**src/rtl/sop_sharelogic_eval_ctrl_if.sv**
```systemverilog
// Config/sweep handshake bundle between a controller and the SOP evaluator.
interface sop_sharelogic_eval_ctrl_if #(
  parameter int N_IN  = 4,
  parameter int N_OUT = 3
);
  logic             cfg_valid;
  logic             cfg_bit;
  logic             cfg_ready;
  logic             cfg_loaded;
  logic             start;
  logic             busy;
  logic [N_IN-1:0]  cur_vec;
  logic             done;
  logic [N_OUT-1:0] max_err;
  logic [N_IN:0]    err_count;
  logic             pass;

  modport master (
    output cfg_valid, cfg_bit, start,
    input  cfg_ready, cfg_loaded, busy, cur_vec, done, max_err, err_count, pass
  );

  modport slave (
    input  cfg_valid, cfg_bit, start,
    output cfg_ready, cfg_loaded, busy, cur_vec, done, max_err, err_count, pass
  );
endinterface

```
**src/rtl/sop_sharelogic_eval_ctrl.sv**
```systemverilog
// Loads a serial SOP shared-logic config, sweeps all input vectors through the approximate
// adder and accumulates worst-case error and erroneous-vector count against the exact sum.
module sop_sharelogic_eval_ctrl #(
  parameter int N_IN  = 4,
  parameter int N_OUT = 3,
  parameter int PIT   = 2,
  parameter int ET    = 4
) (
  input  logic                      clk,
  input  logic                      rst_n,
  sop_sharelogic_eval_ctrl_if.slave bus
);
  localparam int CFG_W   = 2*PIT*N_IN + PIT*N_OUT + N_OUT;
  localparam int CNT_W   = $clog2(CFG_W + 1);
  localparam int OFF_POL = PIT*N_IN;
  localparam int OFF_SEL = 2*PIT*N_IN;
  localparam int OFF_EN  = OFF_SEL + PIT*N_OUT;

  typedef enum logic [2:0] {S_IDLE, S_LOAD, S_SWEEP, S_DRAIN, S_DONE} state_t;

  state_t             state, state_nxt;
  logic [CFG_W-1:0]   cfg_q;
  logic [CNT_W-1:0]   bit_cnt;
  logic               cfg_loaded;
  logic               cfg_ready;
  logic               cfg_acc;
  logic               last_bit;
  logic               busy;
  logic               done;
  logic               drain_cnt;
  logic [N_IN-1:0]    cur_vec;
  logic               err_vld;
  logic [N_OUT-1:0]   err_q;
  logic [N_OUT-1:0]   max_err;
  logic [N_IN:0]      err_count;
  logic               pass;

  assign cfg_acc  = bus.cfg_valid & cfg_ready;
  assign last_bit = cfg_acc && (bit_cnt == CNT_W'(CFG_W - 1));

  always_ff @(posedge clk or negedge rst_n) begin
    if (!rst_n) state <= S_IDLE;
    else        state <= state_nxt;
  end

  always_comb begin
    state_nxt = state;
    cfg_ready = 1'b0;
    busy      = 1'b0;
    done      = 1'b0;
    case (state)
      S_IDLE: begin
        cfg_ready = 1'b1;
        if (bus.cfg_valid)                  state_nxt = last_bit ? S_IDLE : S_LOAD;
        else if (bus.start && cfg_loaded)   state_nxt = S_SWEEP;
      end
      S_LOAD: begin
        cfg_ready = 1'b1;
        busy      = 1'b1;
        if (last_bit) state_nxt = S_IDLE;
      end
      S_SWEEP: begin
        busy = 1'b1;
        if (cur_vec == '1) state_nxt = S_DRAIN;
      end
      S_DRAIN: begin
        busy = 1'b1;
        if (drain_cnt) state_nxt = S_DONE;
      end
      S_DONE: begin
        done      = 1'b1;
        state_nxt = S_IDLE;
      end
      default: state_nxt = S_IDLE;
    endcase
  end

  // Shifting in from the top puts bit k at index k once all CFG_W bits are in.
  always_ff @(posedge clk or negedge rst_n) begin
    if (!rst_n) begin
      cfg_q      <= '0;
      bit_cnt    <= '0;
      cfg_loaded <= 1'b0;
    end else if (cfg_acc) begin
      cfg_q <= (cfg_q >> 1) | (CFG_W'(bus.cfg_bit) << (CFG_W - 1));
      if (last_bit) begin
        bit_cnt    <= '0;
        cfg_loaded <= 1'b1;
      end else begin
        bit_cnt    <= bit_cnt + CNT_W'(1);
        cfg_loaded <= 1'b0;
      end
    end
  end

  // Approximate datapath, evaluated on the registered vector.
  logic [PIT-1:0]   prod;
  logic [N_OUT-1:0] approx;

  for (genvar p = 0; p < PIT; p++) begin : g_prod
    logic [N_IN-1:0] use_p, pol_p;
    assign use_p   = cfg_q[p*N_IN +: N_IN];
    assign pol_p   = cfg_q[OFF_POL + p*N_IN +: N_IN];
    assign prod[p] = (|use_p) & (&(~use_p | (cur_vec ^ pol_p)));
  end

  for (genvar o = 0; o < N_OUT; o++) begin : g_out
    logic [PIT-1:0] hit;
    for (genvar p = 0; p < PIT; p++) begin : g_hit
      assign hit[p] = cfg_q[OFF_SEL + p*N_OUT + o] & prod[p];
    end
    assign approx[o] = cfg_q[OFF_EN + o] & (|hit);
  end

  logic [N_OUT-1:0]      exact;
  logic signed [N_OUT:0] diff;
  logic signed [N_OUT:0] mag;

  assign exact = N_OUT'(cur_vec[N_IN/2-1:0]) + N_OUT'(cur_vec[N_IN-1:N_IN/2]);
  assign diff  = $signed({1'b0, approx}) - $signed({1'b0, exact});
  assign mag   = diff[N_OUT] ? -diff : diff;

  always_ff @(posedge clk or negedge rst_n) begin
    if (!rst_n) begin
      cur_vec   <= '0;
      drain_cnt <= 1'b0;
      err_vld   <= 1'b0;
      err_q     <= '0;
    end else begin
      cur_vec   <= (state == S_SWEEP) ? cur_vec + N_IN'(1) : '0;
      drain_cnt <= (state == S_DRAIN) ? ~drain_cnt : 1'b0;
      err_vld   <= (state == S_SWEEP);
      err_q     <= mag[N_OUT-1:0];
    end
  end

  // Accumulators trail the vector by two stages; pass latches on the DRAIN->DONE edge.
  always_ff @(posedge clk or negedge rst_n) begin
    if (!rst_n) begin
      max_err   <= '0;
      err_count <= '0;
      pass      <= 1'b0;
    end else if (state == S_IDLE && state_nxt == S_SWEEP) begin
      max_err   <= '0;
      err_count <= '0;
      pass      <= 1'b0;
    end else begin
      if (err_vld) begin
        if (err_q > max_err) max_err <= err_q;
        if (err_q != '0)     err_count <= err_count + (N_IN+1)'(1);
      end
      if (state == S_DRAIN && drain_cnt) pass <= (int'(max_err) <= ET);
    end
  end

  assign bus.cfg_ready  = cfg_ready;
  assign bus.cfg_loaded = cfg_loaded;
  assign bus.busy       = busy;
  assign bus.cur_vec    = cur_vec;
  assign bus.done       = done;
  assign bus.max_err    = max_err;
  assign bus.err_count  = err_count;
  assign bus.pass       = pass;
endmodule

```
**src/flat_wrapper.sv**
```systemverilog
// flat-port wrapper written by rule: the top's interface ports become plain ports
module sop_sharelogic_eval_ctrl_flat 
#(
  parameter int N_IN  = 4,
  parameter int N_OUT = 3,
  parameter int PIT   = 2,
  parameter int ET    = 4
)
  (clk, rst_n, bus_cfg_valid, bus_cfg_bit, bus_start, bus_cfg_ready, bus_cfg_loaded, bus_busy, bus_cur_vec, bus_done, bus_max_err, bus_err_count, bus_pass);
  sop_sharelogic_eval_ctrl_if #(.N_IN(N_IN), .N_OUT(N_OUT)) bus_i ();
  input  logic clk;
  input  logic rst_n;
  input wire logic [$bits(bus_i.cfg_valid)-1:0] bus_cfg_valid;
  input wire logic [$bits(bus_i.cfg_bit)-1:0] bus_cfg_bit;
  input wire logic [$bits(bus_i.start)-1:0] bus_start;
  output wire logic [$bits(bus_i.cfg_ready)-1:0] bus_cfg_ready;
  output wire logic [$bits(bus_i.cfg_loaded)-1:0] bus_cfg_loaded;
  output wire logic [$bits(bus_i.busy)-1:0] bus_busy;
  output wire logic [$bits(bus_i.cur_vec)-1:0] bus_cur_vec;
  output wire logic [$bits(bus_i.done)-1:0] bus_done;
  output wire logic [$bits(bus_i.max_err)-1:0] bus_max_err;
  output wire logic [$bits(bus_i.err_count)-1:0] bus_err_count;
  output wire logic [$bits(bus_i.pass)-1:0] bus_pass;
  assign bus_i.cfg_valid = bus_cfg_valid;
  assign bus_i.cfg_bit = bus_cfg_bit;
  assign bus_i.start = bus_start;
  assign bus_cfg_ready = bus_i.cfg_ready;
  assign bus_cfg_loaded = bus_i.cfg_loaded;
  assign bus_busy = bus_i.busy;
  assign bus_cur_vec = bus_i.cur_vec;
  assign bus_done = bus_i.done;
  assign bus_max_err = bus_i.max_err;
  assign bus_err_count = bus_i.err_count;
  assign bus_pass = bus_i.pass;
  sop_sharelogic_eval_ctrl #(.N_IN(N_IN), .N_OUT(N_OUT), .PIT(PIT), .ET(ET)) u_core (.clk(clk), .rst_n(rst_n), .bus(bus_i));
endmodule
```
**config.mk**
```make
export PLATFORM = sky130hd
export DESIGN_NAME = sop_sharelogic_eval_ctrl_flat
export DESIGN_NICKNAME = d
export VERILOG_FILES = /design/src/rtl/sop_sharelogic_eval_ctrl_if.sv /design/src/rtl/sop_sharelogic_eval_ctrl.sv /design/src/flat_wrapper.sv
export SDC_FILE = /design/constraint.sdc
export NUM_CORES = 1
export LEC_CHECK = 0
export ABC_AREA = 1
export CAP_MARGIN = 20
export CORE_AREA = 2 2 106 108
export CTS_BUF_LIST = sky130_fd_sc_hd__clkbuf_4
export DETAILED_ROUTE_END_ITERATION = 6
export DIE_AREA = 0 0 108 110
export PLACE_DENSITY = 0.51
export SLEW_MARGIN = 20
export SYNTH_ARGS = -nofsm -noshare
export SYNTH_HDL_FRONTEND = slang
export SYNTH_SLANG_ARGS = --single-unit
```
**constraint.sdc**
```tcl
create_clock -name clk -period 6.24 [get_ports clk]
set_input_delay 1.872 -clock clk [delete_from_list [all_inputs] [get_ports clk]]
set_output_delay 1.872 -clock clk [all_outputs]
set_load 0.03 [all_outputs]
```
==> flow_metrics.tcl, run 1 <==
set metrics [dict create \
    p_leak_uw 0.00137 \
    wl_met2_microns 2250 \
    cts_htree_levels 2 \
    routed_wl_microns 5250 \
    crit_type "flip-flop to output pin" \
    synthFlopType "dfrtp_1" \
    maxCapViolations 0 \
    slowest_delay_ns 0.66 \
    tritoncts "built" \
    required_ns 4.37 \
    dieArea_sq_um 11900 \
    cp-end-kind "output pin" \
    cp_data_arrival_time_ns 1.81 \
    synth_mux_area_share_pct 0 \
    powerDensity_nw_per_um2 452 \
    met3RoutedLength_microns 245 \
    dr.first_iter.drc_count 72 \
    synth_top_family_by_area "simple AND/OR/NAND/NOR gates" \
    finalPower_uw 1360 \
    synthArstFlopShare_pct 100 \
    final.period_utilization_pct 59.1 \
    die_w_microns 108 \
    clock.fmax_mhz 271 \
    p_clk_share_pct 11.1 \
    ys_warn_count 0 \
    antenna_left 0 \
    drcViolationCount 0 \
    cp-start-kind "flip-flop" \
    seq_power_share_pct 42.4 \
    grt_pass1_vias 2020 \
    post-cts-setup-buffers 0 \
    avgSynthCellArea_sq_um 8.42 \
    crit_path_top_delay_cell "clkdlybuf4s50_1" \
    path_max_fanout 3 \
    whs_ns 0.469 \
    drive_above_1_share_pct 5.71 \
    ys_ff_latch 52 \
    grt_overflow 0 \
    num_rows 38 \
    start_util_pct 24.4 \
    insertion_delay_ns 0.37 \
    num_vias 1991 \
    post_cts_resized 0 \
    vdd_drop_max_mv 0.196 \
    synth_fp_nets 328 \
    cts.clk_slew.worst_paths_ns 0.15 \
    synth_compound_area_share_pct 11.1 \
    clockBufferDepth 2 \
    tns_ns 0 \
    place_congestion 0.767 \
    yosys.area.top_type "dfrtp_1" \
    combPwrFrac_pct 46.5 \
    ys_top_cells_by_area "dfrtp_1 50%, nand2_1 10%, inv_1 7.1%" \
    hold_viol 0 \
    cts_hold_buf 0 \
    synth_adder_area_share_pct 6.81 \
    setup_viol 0 \
    first_pass_iters 5 \
    synth_xor_area_share_pct 1.68 \
    fp.coreArea_sq_um 10700 \
    postLayoutCoreUtil_pct 28.2 \
    relSlewSlack_pct 32.8 \
    highest_layer "met4" \
    fp.dieH_microns 110 \
    yosysMostFrequentCell "nand2_1" \
    cts_root_buf "clkbuf_4" \
    maxSlewViolCount 0 \
    io_pins 22 \
    synth_seq_area_share_pct 49.9 \
    area_growth_pct 15.7 \
    hpwl_microns 3860 \
    grt_antenna_before_repair 0 \
    syn_inst 310 \
    run_status "finished clean" \
    synth_common_cells "72 x nand2_1, 52 x dfrtp_1, 49 x inv_1" \
    cts_sinks 52 \
    wl_met1_microns 2700 \
    crit_chain "inv_1 -> nand3_2 -> nand2_1 -> clkdlybuf4s50_1" \
    p_sw_uw 609 \
    netlist-cell-type-count 29 \
    rsz0062_at_grt "false" \
    layout.nets 350 \
    cts_buffers 5 \
    synth_simple_gate_area_share_pct 21.5 \
    worstMarginPinSlew_ns 1.01 \
    vias_per_cell 4.20 \
    nFillCells 1151 \
    grt_pass1_wl_microns 9430 \
    p_int_uw 753 \
    min_period_ns 3.69 \
    wl_per_cell_microns 11.1 \
    synth_top_area_share_pct 49.9 \
    syn_area_sq_um 2610 \
    p_sw_share_pct 44.7 \
    hold_class "flip-flop to flip-flop" \
    synth_edf_count 0 \
    grt_max_degree 53 \
    track_usage_pct 9.88 \
    numPortBuffers 21 \
    fin_skew_ns 0.00980 \
]
==> critical path, delay by kind of cell, from the launching register on <==
family / cells / cell delay (ns)
buf+inv: 2 / 0.78
flops: 1 / 0.41
simple gates: 2 / 0.26
==> cells in the final DEF (no fill, tap or decap), types with 2 or more instances in the layout <==
cell type and instances:
ha_1 11, o21ai_0 27, nand3_1 24, clkdlybuf4s50_1 20, fa_1 2, nor3_1 4, a21oi_1 12, nand3_2 3
dfrtp_1 52, nand2_1 72, inv_2 2, o22ai_1 3, inv_1 49, xnor2_1 2, nor2_1 21, o21ai_1 6
xor2_1 3, clkbuf_4 5
==> layer usage <==
metal,global-route usage [%],vias to the layer above
met2,15.7,35
met1,13.7,912
met4,2.47,0
met5,0,-
li1,-,1039
met3,2.12,5
==> final cells by class <==
cell class / instances / area, sq um / area share, %
Clock inverter: 3 / 17.5 / 0.580
Timing Repair Buffer: 22 / 213 / 7.05
Multi-Input combinational cell: 200 / 1080 / 35.8
Antenna cell: 1 / 2.50 / 0.0829
Sequential cell: 52 / 1300 / 43.1
Tap cell: 140 / 175 / 5.80
Inverter: 51 / 191 / 6.34
Clock buffer: 5 / 37.5 / 1.24
==> path summary, 6_finish.rpt <==
path / startpoint / end / slack (ns) / cells after the start
hold / removal: u_core.drain_cnt / u_core.drain_cnt / 0.47 / 1
hold reg to reg: u_core.drain_cnt / u_core.drain_cnt / 0.47 / 1
setup reg to reg: u_core.bus.cur_vec[3] / u_core.err_q[2] / 3.39 / 16
max in group asynchronous: rst_n / u_core.cfg_q[24] / 4.21 / 2
setup / recovery: u_core.state[2] / bus_cfg_ready / 2.55 / 4
min in group asynchronous: rst_n / u_core.bit_cnt[1] / 1.58 / 2
==> state kept, by name, indices dropped and copies added (netlist names) <==
register / cells
u_core.bus.err_count: 5
u_core.bus.max_err: 3
u_core.err_q: 3
u_core.err_vld: 1
u_core.bus.cfg_loaded: 1
u_core.cfg_q: 25
u_core.bus.cur_vec: 4
u_core.bus.pass: 1
u_core.drain_cnt: 1
u_core.bit_cnt: 5
u_core.state: 3
==> through the flow <==
step / worst slack [ns] / instances / area (sq um)
6_report: 2.55 / 474 / 3020
2_1_floorplan: 3.25 / 310 / 2610
3_5_place_dp: 2.32 / 465 / 2960
5_1_grt: 2.43 / 473 / 3020
3_3_place_gp: 2.30 / 465 / 2960
4_1_cts: 2.52 / 473 / 3020
==> power by group through the flow <==
stage          Sequential (uW)  Clock (uW)  Combinational, uW
4_1_cts                    578         160                642
2_1_floorplan              612           0                426
3_3_place_gp               586           0                627
5_1_grt                    598         171                738
6_report                   578         152                633
3_5_place_dp               585           0                641
==> cell families (layout without fill, tap and decap cells) <==
| logic type | after synthesis | after routing |
|---|---|---|
| and+or+nand+nor | 129 | 129 |
| buffers and inverters | 58 | 81 |
| AOI/OAI and AO/OA | 53 | 53 |
| DFF | 52 | 52 |
| adders and majority gates | 13 | 13 |
| xor gates and xnor gates | 5 | 5 |
| other | 0 | 1 |
No activity file was read; power rests on OpenSTA's default activity.
==> run 2, diff against run 1 <==
- PLACE_DENSITY: 0.51 -> 0.53
- clock period: 6.24 -> 2.98 ns (I/O delays scaled with it)
==> flow_metrics.tcl, run 2 (synthesis results as in run 1) <==
set metrics [dict create \
    dr.first_iter.drc_count 126 \
    setup_viol 0 \
    layout.nets 355 \
    clockBufferDepth 2 \
    cp_data_arrival_time_ns 3.06 \
    start_util_pct 24.4 \
    grt_pass1_wl_microns 9430 \
    fin_skew_ns 0.0157 \
    rsz0062_at_grt "false" \
    crit_path_top_delay_cell "dfrtp_2" \
    cp-start-kind "flip-flop" \
    p_leak_uw 0.00140 \
    final.period_utilization_pct 91.4 \
    critical_path.top_delay_family "adder cells" \
    first_pass_iters 4 \
    grt_overflow 0 \
    crit_type "flip-flop to flip-flop" \
    most-common-layout-cells "72 x nand2_1, 50 x dfrtp_1, 49 x inv_1" \
    place_congestion 0.786 \
    cts_buffers 5 \
    required_ns 3.32 \
    fp.coreArea_sq_um 10700 \
    relSlewSlack_pct 55.6 \
    maxSlewViolCount 0 \
    mostFrequentLayoutCell "nand2_1" \
    cp-end-kind "flip-flop" \
    top_regs "u_core.cfg_q (25), u_core.bit_cnt (5), u_core.bus.err_count (5)" \
    track_usage_pct 10.0 \
    num_rows 38 \
    postLayoutCoreUtil_pct 28.7 \
    slowest_delay_ns 0.47 \
    hpwl_microns 3970 \
    io_pins 22 \
    nFillCells 1152 \
    num_vias 2014 \
    grt_max_degree 53 \
    tns_ns 0 \
    whs_ns 0.466 \
    tritoncts "built" \
    vdd_drop_max_mv 0.335 \
    crit_chain "inv_1 -> nand2_1 -> nand3_1 -> nand2_1 -> nor2_1 -> nand2_1 -> o22ai_1 -> nand2_1 -> fa_1 -> inv_1 -> fa_1 -> inv_1 -> ha_1 -> xnor2_1 -> nand3_1 -> nand2_1" \
    grt_pass1_vias 2009 \
    worstMarginPinSlew_ns 0.666 \
    fp.dieH_microns 110 \
    wl_per_cell_microns 11.2 \
    vias_per_cell 4.20 \
    hold_class "flip-flop to flip-flop" \
    cts_htree_levels 2 \
    cts_root_buf "clkbuf_4" \
    crit_top_cell "nand2_1" \
    hold_viol 0 \
    drive_above_1_share_pct 7.99 \
    routed_wl_microns 5380 \
    cts_sinks 52 \
    powerDensity_nw_per_um2 960 \
    min_period_ns 2.72 \
    area_growth_pct 17.9 \
    insertion_delay_ns 0.38 \
    path_max_fanout 5 \
    run_status "finished clean" \
    drcViolationCount 0 \
    dieArea_sq_um 11900 \
    numPortBuffers 21 \
    cts.clk_slew.worst_paths_ns 0.16 \
    largest_register "u_core.cfg_q" \
    clock.fmax_mhz 367 \
    cts_hold_buf 0 \
    largest_reg_flops 25 \
    finalPower_uw 2950 \
    grt_antenna_before_repair 0 \
    antenna_left 0 \
    die_w_microns 108 \
    cp_num_buf_inv 3 \
    maxCapViolations 0 \
]
[run 2: changes by cell type in the layout (fill, tap and decap cells not counted), sizes merged]
| cell | delta |
|---|---|
| buf | +5 |
| bufinv | +1 |
| clkinv | -1 |
| clkinvlp | +1 |
| inv | -1 |
[run 2: layout make-up]
type                       instances  area [sq um]  share of cell area, %
sequential                        52          1300                   42.4
multi-input combinational        200          1070                   34.9
timing repair buffer              27           250                   8.14
inverter                          51           191                   6.22
tap                              140           175                   5.70
clock inverter                     3          42.5                   1.38
clock buffer                       5          37.5                   1.22
antenna                            1          2.50                 0.0814
[run 2: final timing paths]
check	start	endpoint	slack (ns)	cells after the start
worst max register to register	u_core.bus.cur_vec[3]	u_core.err_q[2]	0.26	16
worst min register to register	u_core.drain_cnt	u_core.drain_cnt	0.47	1
min in group asynchronous	rst_n	u_core.cfg_q[15]	0.62	2
worst min-delay path	u_core.drain_cnt	u_core.drain_cnt	0.47	1
worst max-delay path	u_core.bus.cur_vec[3]	u_core.err_q[2]	0.26	16
max in group asynchronous	rst_n	u_core.bus.cur_vec[1]	1.89	2
[run 2: metal layers]
layer	track usage [%]	wire length [microns]
met1	13.3	2670
met2	16.5	2390
met3	2.29	269
met4	2.47	51
met5	0	0
[run 2: what timing repair did]
action / in CTS / in global routing
resized for setup: 0 / 2
endpoints found under the setup margin: 0 / 2
buffers inserted: 0 / 3
[run 2: power by group]
group          switching (uW)  total (uW)  internal (uW)
sequential                237        1210            977
combinational             819        1340            517
clock                     228         404            175
total                    1280        2950           1670
[run 2: per-stage QoR]
stage | worst slack (ns) | instances | cell area [sq um]
2_1_floorplan | 0.341 | 310 | 2610
3_3_place_gp | 0.207 | 467 | 2970
3_5_place_dp | 0.178 | 467 | 2970
4_1_cts | 0.141 | 475 | 3050
5_1_grt | 0.0245 | 478 | 3070
6_report | 0.258 | 479 | 3080
